==> config.mk <==
export PLATFORM = sky130hd
export DESIGN_NAME = wrd_cfg_loader
export DESIGN_NICKNAME = d
export VERILOG_FILES = /design/src/rtl/wrd_pkg.sv /design/src/rtl/wrd_cfg_addr_gen.sv /design/src/rtl/wrd_cfg_loader.sv
export SDC_FILE = /design/constraint.sdc
export NUM_CORES = 1
export LEC_CHECK = 0
export CAP_MARGIN = 15
export CORE_MARGIN = 4
export CORE_UTILIZATION = 38
export DETAILED_ROUTE_END_ITERATION = 10
export PLACE_DENSITY = 0.81
export SYNTH_ARGS = -nofsm -noshare
export SYNTH_HDL_FRONTEND = slang
export SYNTH_SLANG_ARGS = --single-unit
==> constraint.sdc <==
create_clock -name clk_i -period 5.7 [get_ports clk_i]
set_input_delay 1.14 -clock clk_i [delete_from_list [all_inputs] [get_ports clk_i]]
set_output_delay 1.14 -clock clk_i [all_outputs]
set_load 0.05 [all_outputs]
==> src/rtl/wrd_pkg.sv <==
// Shared constants for the weight configuration loader:
// FSM state codes, per-memory word/load sizes, strobe bit indices.
package wrd_pkg;

    // FSM state codes
    localparam logic [2:0] ST_IDLE     = 3'd0;
    localparam logic [2:0] ST_ASSEMBLE = 3'd1;
    localparam logic [2:0] ST_WRITE    = 3'd2;
    localparam logic [2:0] ST_CHECK    = 3'd3;
    localparam logic [2:0] ST_DONE     = 3'd4;

    // Strobe bit indices; also used as the memory select code
    localparam int unsigned EN_C1 = 0;
    localparam int unsigned EN_C2 = 1;
    localparam int unsigned EN_FC = 2;

    // Bytes per word and bytes per full load for each memory
    localparam int unsigned WORD_BYTES_C1 = 13;
    localparam int unsigned WORD_BYTES_C2 = 8;
    localparam int unsigned WORD_BYTES_FC = 4;
    localparam int unsigned LOAD_BYTES_C1 = 520;
    localparam int unsigned LOAD_BYTES_C2 = 640;
    localparam int unsigned LOAD_BYTES_FC = 3328;
    localparam int unsigned LOAD_BYTES   = 4488;

    // Index of the final byte of a word for memory m
    function automatic logic [3:0] word_last(input logic [1:0] m);
        unique case (m)
            2'(EN_C1): word_last = 4'(WORD_BYTES_C1 - 1);
            2'(EN_C2): word_last = 4'(WORD_BYTES_C2 - 1);
            default:   word_last = 4'(WORD_BYTES_FC - 1);
        endcase
    endfunction

    function automatic logic [2:0] mem_onehot(input logic [1:0] m);
        mem_onehot = 3'b001 << m;
    endfunction

endpackage

==> src/rtl/wrd_cfg_addr_gen.sv <==
// Target counter: addr fastest, then bank, then memory (conv1, conv2, fc).
// Ports: clr_i restarts at conv1/0/0, adv_i steps; outputs mem/bank/addr, last flags.
module wrd_cfg_addr_gen
    import wrd_pkg::*;
#(
    parameter int C1_BANKS = 5,
    parameter int C1_ADDRS = 8,
    parameter int C2_BANKS = 5,
    parameter int C2_ADDRS = 16,
    parameter int FC_BANKS = 4,
    parameter int FC_ADDRS = 208
) (
    input  logic       clk_i,
    input  logic       rst_i,
    input  logic       clr_i,
    input  logic       adv_i,
    output logic [1:0] mem_o,
    output logic [2:0] bank_o,
    output logic [7:0] addr_o,
    output logic       last_mem_o,
    output logic       last_all_o
);

    logic [1:0] mem_q;
    logic [2:0] bank_q;
    logic [7:0] addr_q;
    logic [2:0] bank_max;
    logic [7:0] addr_max;

    always_comb begin
        unique case (mem_q)
            2'(EN_C1): begin
                bank_max = 3'(C1_BANKS - 1);
                addr_max = 8'(C1_ADDRS - 1);
            end
            2'(EN_C2): begin
                bank_max = 3'(C2_BANKS - 1);
                addr_max = 8'(C2_ADDRS - 1);
            end
            default: begin
                bank_max = 3'(FC_BANKS - 1);
                addr_max = 8'(FC_ADDRS - 1);
            end
        endcase
    end

    assign last_mem_o = (addr_q == addr_max) && (bank_q == bank_max);
    assign last_all_o = last_mem_o && (mem_q == 2'(EN_FC));

    always_ff @(posedge clk_i or posedge rst_i) begin
        if (rst_i) begin
            mem_q  <= '0;
            bank_q <= '0;
            addr_q <= '0;
        end else if (clr_i) begin
            mem_q  <= '0;
            bank_q <= '0;
            addr_q <= '0;
        end else if (adv_i) begin
            if (addr_q == addr_max) begin
                addr_q <= '0;
                if (bank_q == bank_max) begin
                    bank_q <= '0;
                    if (mem_q != 2'(EN_FC)) mem_q <= mem_q + 2'd1;
                end else begin
                    bank_q <= bank_q + 3'd1;
                end
            end else begin
                addr_q <= addr_q + 8'd1;
            end
        end
    end

    assign mem_o  = mem_q;
    assign bank_o = bank_q;
    assign addr_o = addr_q;

endmodule

==> src/rtl/wrd_cfg_loader.sv <==
// Loads conv1/conv2/fc weight memories from a byte stream, one word per write.
// Ports: start_i, cfg byte stream, wr/rd strobes, bank/addr/data, busy/done/err.
// Optional readback check of every write: define WRD_CFG_READBACK_EN.
module wrd_cfg_loader
    import wrd_pkg::*;
#(
    parameter int C1_BANKS = 5,
    parameter int C1_ADDRS = 8,
    parameter int C2_BANKS = 5,
    parameter int C2_ADDRS = 16,
    parameter int FC_BANKS = 4,
    parameter int FC_ADDRS = 208
) (
    input  logic         clk_i,
    input  logic         rst_i,
    input  logic         start_i,
    input  logic [7:0]   cfg_data_i,
    input  logic         cfg_valid_i,
    output logic         cfg_ready_o,
    output logic [2:0]   wr_en_o,
    output logic [2:0]   rd_en_o,
    output logic [2:0]   bank_o,
    output logic [7:0]   addr_o,
    output logic [103:0] wr_data_o,
    input  logic [103:0] conv1_rd_data_i,
    input  logic [63:0]  conv2_rd_data_i,
    input  logic [31:0]  fc_rd_data_i,
    output logic         busy_o,
    output logic         done_o,
    output logic         err_o
);

    logic [2:0]   state_q, state_d;
    logic [3:0]   cnt_q, cnt_d;
    logic [103:0] word_q, word_d;
    logic [1:0]   mem;
    logic         clr, adv, fin;
    logic         last_mem, last_all;

    wrd_cfg_addr_gen #(
        .C1_BANKS(C1_BANKS), .C1_ADDRS(C1_ADDRS),
        .C2_BANKS(C2_BANKS), .C2_ADDRS(C2_ADDRS),
        .FC_BANKS(FC_BANKS), .FC_ADDRS(FC_ADDRS)
    ) u_gen (
        .clk_i      (clk_i),
        .rst_i      (rst_i),
        .clr_i      (clr),
        .adv_i      (adv),
        .mem_o      (mem),
        .bank_o     (bank_o),
        .addr_o     (addr_o),
        .last_mem_o (last_mem),
        .last_all_o (last_all)
    );

`ifdef WRD_CFG_READBACK_EN
    // chk_q: 0 = read issued this cycle, 1 = read data present this cycle
    logic         chk_q, chk_d;
    logic         err_q, err_d;
    logic [103:0] rd_sel;
    logic         mis;

    always_comb begin
        unique case (mem)
            2'(EN_C1): rd_sel = conv1_rd_data_i;
            2'(EN_C2): rd_sel = {40'd0, conv2_rd_data_i};
            default:   rd_sel = {72'd0, fc_rd_data_i};
        endcase
    end

    // word_q is zero above the word width, so a full compare is width-masked
    assign mis = (rd_sel != word_q);
`else
    logic unused_rd;
    assign unused_rd = ^{conv1_rd_data_i, conv2_rd_data_i, fc_rd_data_i,
                         last_mem};
`endif

    always_comb begin
        state_d = state_q;
        cnt_d   = cnt_q;
        word_d  = word_q;
        clr     = 1'b0;
        adv     = 1'b0;
        fin     = 1'b0;
`ifdef WRD_CFG_READBACK_EN
        chk_d   = chk_q;
        err_d   = err_q;
`endif
        case (state_q)
            ST_IDLE, ST_DONE: begin
                if (start_i) begin
                    state_d = ST_ASSEMBLE;
                    cnt_d   = '0;
                    word_d  = '0;
                    clr     = 1'b1;
`ifdef WRD_CFG_READBACK_EN
                    err_d   = 1'b0;
`endif
                end
            end
            ST_ASSEMBLE: begin
                if (cfg_valid_i) begin
                    word_d[{cnt_q, 3'b000} +: 8] = cfg_data_i;
                    if (cnt_q == word_last(mem)) begin
                        cnt_d   = '0;
                        state_d = ST_WRITE;
                    end else begin
                        cnt_d = cnt_q + 4'd1;
                    end
                end
            end
            ST_WRITE: begin
`ifdef WRD_CFG_READBACK_EN
                state_d = ST_CHECK;
                chk_d   = 1'b0;
`else
                fin = 1'b1;
`endif
            end
`ifdef WRD_CFG_READBACK_EN
            ST_CHECK: begin
                if (!chk_q) begin
                    chk_d = 1'b1;
                end else begin
                    chk_d = 1'b0;
                    if (mis) err_d = 1'b1;
                    fin = 1'b1;
                end
            end
`endif
            default: state_d = ST_IDLE;
        endcase
        // word finished: clear assembly, then next target or done
        if (fin) begin
            word_d = '0;
            if (last_all) begin
                state_d = ST_DONE;
            end else begin
                adv     = 1'b1;
                state_d = ST_ASSEMBLE;
            end
        end
    end

    always_ff @(posedge clk_i or posedge rst_i) begin
        if (rst_i) begin
            state_q <= ST_IDLE;
            cnt_q   <= '0;
            word_q  <= '0;
`ifdef WRD_CFG_READBACK_EN
            chk_q   <= 1'b0;
            err_q   <= 1'b0;
`endif
        end else begin
            state_q <= state_d;
            cnt_q   <= cnt_d;
            word_q  <= word_d;
`ifdef WRD_CFG_READBACK_EN
            chk_q   <= chk_d;
            err_q   <= err_d;
`endif
        end
    end

    assign cfg_ready_o = (state_q == ST_ASSEMBLE);
    assign wr_en_o     = (state_q == ST_WRITE) ? mem_onehot(mem) : 3'b000;
    assign wr_data_o   = word_q;
    assign busy_o      = (state_q == ST_ASSEMBLE) || (state_q == ST_WRITE) ||
                         (state_q == ST_CHECK);
    assign done_o      = (state_q == ST_DONE);

`ifdef WRD_CFG_READBACK_EN
    assign rd_en_o = (state_q == ST_CHECK && !chk_q) ? mem_onehot(mem) : 3'b000;
    // mismatch is flagged in the same cycle the read data arrives
    assign err_o   = err_q || (state_q == ST_CHECK && chk_q && mis);
`else
    assign rd_en_o = 3'b000;
    assign err_o   = 1'b0;
`endif

endmodule
# Word-level counts from Yosys, hierarchy flattened
# Cells that the tools add are included.
[classes] n_addsub=5 mul=0 div=0 order_cmp=0 n_eq_ne=16 shifts=3 n_mux=38 n_bitwise=0 reduce_logical=19
[op_table] operator="104-bit 2-to-1 mux" count=3
[op_table] operator="104-bit one-hot mux with 2 select lines" count=1
[op_table] operator="104-bit bitwise mux" count=1
[op_table] operator="8-bit by 9-bit variable shift with 104-bit output, first input constant" count=1
[op_table] operator="8-bit by 9-bit indexed part select with 104-bit output" count=1
[op_table] operator="3-bit 2-to-1 mux" count=11
[op_table] operator="8-bit 2-to-1 mux" count=3
[op_table] operator="4-bit 2-to-1 mux" count=5
[op_table] operator="4-bit one-hot mux with 2 select lines" count=2
[op_table] operator="8-bit one-hot mux with 2 select lines" count=1
[op_table] operator="2-bit 2-to-1 mux" count=5
[op_table] operator="2-bit nonzero test" count=5
[op_table] operator="7-bit negator with 9-bit output" count=1
[op_table] operator="3-bit one-hot mux with 3 select lines" count=1
[op_table] operator="8-bit by 1-bit adder with 8-bit output, second input constant" count=1
[op_table] operator="8-bit equality test" count=1
[op_table] operator="2-bit != test, second input constant" count=4
[op_table] operator="4-bit AND reduction" count=2
[op_table] operator="3-bit by 2-bit equality test with 1-bit output, second input constant" count=2
[op_table] operator="3-bit AND reduction" count=2
[op_table] operator="1-bit 2-to-1 mux" count=5
[op_table] operator="4-bit by 1-bit adder with 4-bit output, second input constant" count=1
[op_table] operator="4-bit equality test" count=1
[op_table] operator="2-bit OR reduction" count=2
[op_table] operator="17 further kinds" count=19
[totals] regBits=124 latchBits=0 ram_bits=0 romBits=0 in_bits=212 output_inout_bits=125 word_cells=87 memories=0

# Depth between registers and ports, before layout
# Gate-level depths: netlist (run 1).
[logic_depth] word_depth=10 depth_mapped=10

# Hierarchy
# A second synthesis (run 1) with hierarchy kept.
[unflattened] hier_cells=474 area_unflattened_um2=5685.5
[modules_own_cells] mod="wrd_cfg_loader" instances=1 cells_each=384 area_per_inst_um2=4829.6 seq_area_each_um2=2777.7
[modules_own_cells] mod="wrd_cfg_addr_gen" instances=1 cells_each=90 area_per_inst_um2=855.8 seq_area_each_um2=325.3

# Worst setup path after synthesis (run 1)
# Ideal clock, no wire load.
[synth_path] kind="register to output" start="register state_q[1]" end="output cfg_ready_o" arrival_ns=1.569 path_slack_ns=2.991 stages_incl_launch_ff=7 n_path_buf=4 path_cell_list="dfrtp_1 -> buf_2 -> or3b_1 -> buf_2 -> inv_2 -> buf_2 -> buf_2"
[synth_between] elab_chain_cells=1
[synth_rtl] element="start: declaration" line_no="wrd_cfg_loader.sv:33" source="logic [2:0] state_q, state_d;"
[synth_rtl] element="start signal: assignment" line_no="wrd_cfg_loader.sv:156" source="state_q <= state_d;"
[synth_rtl] element="3-bit by 1-bit equality test with 1-bit output" line_no="wrd_cfg_loader.sv:166" source="assign cfg_ready_o = (state_q == ST_ASSEMBLE);"
[synth_rtl] element="end: declaration" line_no="wrd_cfg_loader.sv:19" source="output logic cfg_ready_o,"
# Every way passes these cells.

# Worst setup path in the final report (run 1)
# Same ends and word-level chain as after synthesis.

==> results of run 1 <==
-- cells in the mapped netlist (8+ instances only) --
master	instances
ha_1	9
nand3_1	12
buf_2	15
o21ai_0	26
dfrtp_1	124
o2bb2ai_1	8
and2_1	12
inv_1	11
a22o_1	66
a32o_1	21
nand4_1	9
nor2_1	19
nand2_1	27
clkbuf_1	9
-- state kept, by name (all words and copies together) (netlist names) --
name,count
cnt_q,4
state_q,3
u_gen.addr_o,8
u_gen.bank_o,3
u_gen.mem_o,2
wr_data_o,104
-- cell usage in the layout, fill, tap and decap left out, drive strengths merged, types with 6 or more instances in the layout --
cell	count
clkdlybuf4s50	132
dfrtp	124
a22o	66
nand2	34
o21ai	28
nor2	26
a32o	21
clkbuf	17
inv	16
and2	13
nand3	13
nor3	11
nand4	10
ha	9
o2bb2ai	8
a21oi	8
and3	6
-- worst max-delay path: stages, from the launching register on --
cell and delay, ns:
dfrtp_1 0.47, or3b_1 0.59, inv_2 0.60, clkdlybuf4s50_1 0.94
-- final timing paths --
path / start / end / slack [ns] / cells after the start
worst max-delay path: state_q[1] / cfg_ready_o / 1.51 / 3
worst min-delay path: wr_data_o[87] / wr_data_o[87] / 0.49 / 1
worst max register to register: cnt_q[0] / wr_data_o[64] / 2.56 / 6
worst min register to register: wr_data_o[87] / wr_data_o[87] / 0.49 / 1
max in group asynchronous: rst_i / wr_data_o[18] / 3.29 / 3
min in group asynchronous: rst_i / u_gen.addr_o[6] / 1.27 / 2
-- metrics by stage --
stage,power [mW],util,setup WS (ns)
after CTS,4.48,0.527,1.53
final,4.48,0.527,1.51
after global routing,4.67,0.527,1.42
after global placement,3.29,0.484,1.86
after floorplan,2.72,-,1.26
after detailed placement,3.35,0.484,1.79
-- routing by layer --
layer,global-route usage,part of all wire
met4,0.0929,0.034
met5,0,0
met2,0.321,0.49
met1,0.272,0.41
met3,0.0503,0.069
-- logic make-up after synthesis --
| family | synth area share |
|---|---|
| adders and majority gates | 0.0199 |
| buffers and inverters | 0.0376 |
| DFF | 0.548 |
| muxes | 0.0130 |
| xor gates and xnor gates | 0.00773 |
| and+or+nand+nor | 0.152 |
| AOI/OAI and AO/OA | 0.221 |
| other | 0.000662 |
-- power breakdown --
part           leakage, nW  switching (mW)  internal [mW]
logic                 1.26            1.45          0.640
clock network        0.288           0.422          0.694
registers             1.70           0.196           1.08
total                 3.25            2.07           2.41
-- cell type report --
class	instances	share of cell area
Inverter	12	0.00619
Clock buffer	17	0.0554
Sequential cell	124	0.404
Clock inverter	15	0.0246
Timing Repair Buffer	133	0.173
Multi-Input combinational cell	322	0.307
Tap cell	184	0.0300
==> run metrics, run 1 <==
status completed; TritonCTS Buffers 17; design area roughly 7700 um^2; post-CTS setup buffer count 0; total grt overflow 0; pwr dens ~600 nW/um^2; # Max-Cap Violations 0; Syn-to-layout area delta 35.7%; Die Span X 130 um; die height 130 um; Worst slew margin 0.338; Placed Area slightly above 7000 um^2; GPL Wtd Cong 0.889; largest area contributor in the netlist dfrtp_1; All-Layer GR Usage 0.205; worst hold path class register to register; WL/cell around 21 um; Synth Instances 488; synthesized cell area 5660 um^2; final setup fails 0; skew final ~0.013 ns; cts hold-fix bufs 0; Fmax about 0.24 GHz; clk slew on worst S/H paths about 0.060 ns; H-Tree Depth 4; YS warnings 0; # nets final slightly above 800; hpwl dp between 10 and 15 mm; Reg area 3100 um^2; CTS max path bufs 2; IO Count 337; total iterations of the first detailed-routing run 5; total negative setup slack 0 ns; share of the synthesized area in the top cell type 0.548; die area between 15000 and 20000 um^2; Worst-Skew Late Latency 0.43 ns; # diodes 0; critical path capture point type output port; share of cells above drive strength 1 0.112; Starting DRT DRC Count ~430; TritonCTS clock tree built; Final Cycle Share 0.735; Residual DRC 0; post-CTS sizing 0; WL final around 17 mm; Post-synth EDFFs 0; drt via density 5.93; Crit path arrival time roughly 3 ns; asr flop ratio synth 1.00; worst vdd ir 0.000292 V; Cell Count Post-Placement just under 800; synthesized flop and latch total 124; top cells by area, synth dfrtp_1 (55%), a22o_1 (10%), a32o_1 (3.7%); Max Fanout on Critical Path 40; via count about 4800; vias in the first global route approximately 4800; critical path class register to output port; Slew Viols, Final 0; crit path time final around 4.2 ns; Hold Worst Slack roughly 0.49 ns; Core Rows 44; # fillers 1222; post-synthesis sequential area ratio 0.548; Routed Antenna Nets 0; post-synth cell types 64; Initial Util 0.388; critical path launch point type register; actual slew at the worst max-slew pin roughly 0.99 ns; Hold Violations, Final 0; leakage ~3.3 nW; area of the multi-input gates between 2000 and 2500 um^2; Final Instance Count excl. Fillers about 800; Main synth FF type dfrtp_1; required time of the critical path roughly 4.6 ns; root buffer selected by CTS clkbuf_16; largest net degree at the start of global routing 81; # port buffers around 130; CTS sink count ~120; Synth Area per Inst about 12 um^2; initial antenna violation count 0; Core Area around 15000 um^2; first-pass GRT wire length 26.7 mm; RSZ-0062 raised after global routing no
No activity file was read; power rests on OpenSTA's default activity.
==> run 2: changes to the inputs <==
--- a/config.mk
+++ b/config.mk
@@ -7,9 +7,9 @@
 export LEC_CHECK = 0
 export CAP_MARGIN = 15
 export CORE_MARGIN = 4
-export CORE_UTILIZATION = 38
+export CORE_UTILIZATION = 34
 export DETAILED_ROUTE_END_ITERATION = 10
-export PLACE_DENSITY = 0.81
+export PLACE_DENSITY = 0.77
 export SYNTH_ARGS = -nofsm -noshare
 export SYNTH_HDL_FRONTEND = slang
 export SYNTH_SLANG_ARGS = --single-unit
==> constraint.sdc (replaced) <==
create_clock -name clk_i -period 3.37 [get_ports clk_i]
set_input_delay 0.674 -clock clk_i [delete_from_list [all_inputs] [get_ports clk_i]]
set_output_delay 0.674 -clock clk_i [all_outputs]
set_load 0.05 [all_outputs]
==> run 2 against run 1 <==
  * Largest power group unchanged
  * Clock skew is 0.0036 ns higher
  * Clock-buffer cell count is 2 higher
  * Flip-flop and latch count stayed put
  * Global-route usage is 1.0 points lower
  * Sequential power is 68% higher
  * Highest routed layer unchanged
==> run metrics, run 2 (synthesis gave the netlist of run 1 again) <==
Worst slew margin 0.417 (was 0.338); vias in the first global route 4793 (was 4773); Slew Viols, Final 0 (unchanged); total negative setup slack 0 ns (unchanged); Die Span X 137 um (was 130 um); Fmax 0.305 GHz; area of the multi-input gates 2360 um^2 (unchanged); Placed Area 7190 um^2 (was 7070 um^2); Cell Count Post-Placement 817 (was 775); Core Area 16100 um^2 (was 14600 um^2); TritonCTS Buffers 17 (unchanged); # fillers 1412 (was 1222); CTS sink count 124 (unchanged); required time of the critical path 2.70 ns (was 4.56 ns); Final Cycle Share 0.973; Starting DRT DRC Count 264 (was 427); Worst Hold Depth 2 (was 1); root buffer selected by CTS clkbuf_16 (unchanged); Syn-to-layout area delta 37.8% (was 35.7%); worst-case reg-to-reg path depth 7 (was 6); first-pass GRT wire length 27.5 mm (was 26.7 mm); Reg area 3100 um^2 (unchanged); Hold Violations, Final 0 (unchanged); final setup fails 0 (unchanged); final worst slack 0.0921 ns (was 1.51 ns); most frequent cells in the layout clkdlybuf4s50_1 (131), dfrtp_1 (124), a22o_1 (66) (was clkdlybuf4s50_1 (132), dfrtp_1 (124), a22o_1 (66)); Residual DRC 0 (unchanged); Worst-Skew Late Latency 0.42 ns (was 0.43 ns); TritonCTS clock tree built (unchanged); # diodes 0 (unchanged); critical path class register to output port (unchanged); pre-CTS setup slack 0.549 ns (was 1.79 ns); worst vdd ir 0.000500 V (was 0.000292 V); via count 4768 (was 4789); post-CTS sizing 0 (unchanged); worst hold path class register to register (unchanged); cts hold-fix bufs 0 (unchanged); share of cells above drive strength 1 0.126 (was 0.112); die area 18800 um^2 (was 16900 um^2); WL/cell 21.1 um (was 21.5 um); hpwl dp 12.9 mm (was 12.2 mm); IO Count 337 (unchanged); most common cell after layout, fill and taps aside clkdlybuf4s50_1 (unchanged); total iterations of the first detailed-routing run 7 (was 5); All-Layer GR Usage 0.195 (was 0.205); WL final 17.9 mm (was 17.3 mm); pwr dens 976 nW/um^2 (was 583 nW/um^2); skew final 0.0169 ns (was 0.0134 ns); initial antenna violation count 0 (unchanged); largest net degree at the start of global routing 85 (was 81); Crit path arrival time 2.60 ns (was 3.05 ns); total grt overflow 0 (unchanged); # nets final 841 (was 831); clk slew on worst S/H paths 0.06 ns (about the same); design area 7800 um^2 (was 7680 um^2); Hold Worst Slack 0.487 ns (was 0.491 ns); post-CTS setup buffer count 0 (unchanged); # Max-Cap Violations 0 (unchanged); max FFs per register 104 (unchanged); H-Tree Depth 4 (unchanged); Initial Util 0.351 (was 0.388); critical path launch point type register (unchanged); status completed (unchanged); Final Instance Count excl. Fillers 849 (was 807); CTS max path bufs 2 (unchanged); Max Fanout on Critical Path 9 (was 40); Routed Antenna Nets 0 (unchanged); crit path time final ~3.3 ns; critical path capture point type output port (unchanged); drt via density 5.62 (was 5.93); leakage 3.30 nW (was 3.25 nW); RSZ-0062 raised after global routing no (unchanged); die height 137 um (was 130 um); # port buffers 132 (unchanged); GPL Wtd Cong 0.868 (was 0.889); actual slew at the worst max-slew pin 0.867 ns (was 0.992 ns); Core Rows 46 (was 44)
## run 2: routing by layer
layer	part of all wire	global-route usage	vias up
met2	0.46	0.291	218
met1	0.43	0.264	2415
li1	-	-	2107
met5	0	0	-
met3	0.094	0.0713	28
met4	0.017	0.0649	0
## run 2: worst max-delay path, stage by stage (launching register included)
cell,delay [ns]
dfrtp_1,0.50
nor3b_2,0.63
and2_1,0.25
clkdlybuf4s50_1,0.81
## run 2: layout make-up
| cell class | count | share of cell area |
|---|---|---|
| multi-input combinational | 322 | 0.302 |
| clock buffer | 19 | 0.0568 |
| inverter | 12 | 0.00625 |
| clock inverter | 13 | 0.0212 |
| timing repair buffer | 143 | 0.181 |
| tap | 216 | 0.0346 |
| sequential | 124 | 0.398 |
## run 2: worst paths after layout
| check | endpoint | start | slack [ns] |
|---|---|---|---|
| setup / recovery | wr_en_o[1] | state_q[1] | 0.09 |
| setup reg to reg | wr_data_o[29] | cnt_q[1] | 0.60 |
| max in group asynchronous | wr_data_o[6] | rst_i | 2.22 |
| hold / removal | wr_data_o[68] | wr_data_o[68] | 0.49 |
| hold reg to reg | wr_data_o[68] | wr_data_o[68] | 0.49 |
| min in group asynchronous | wr_data_o[68] | rst_i | 0.73 |
## run 2: stage by stage
stage	total power, mW	util
2_1_floorplan	4.60	-
3_3_place_gp	5.65	0.446
3_5_place_dp	5.74	0.446
4_1_cts	7.64	0.484
5_1_grt	7.95	0.484
6_report	7.62	0.484
## run 2: power by group
part	switching [mW]	internal (mW)	total (mW)
clock network	0.688	1.18	1.87
logic	2.48	1.13	3.61
registers	0.310	1.82	2.13
==> run 3: changes to the inputs <==
--- a/config.mk
+++ b/config.mk
@@ -10,6 +10,7 @@
 export CORE_UTILIZATION = 34
 export DETAILED_ROUTE_END_ITERATION = 10
 export PLACE_DENSITY = 0.77
+export SKIP_LAST_GASP = 1
 export SYNTH_ARGS = -nofsm -noshare
 export SYNTH_HDL_FRONTEND = slang
 export SYNTH_SLANG_ARGS = --single-unit
==> results of run 3 <==
Final layout, timing and power as in run 2 (identical DEF).
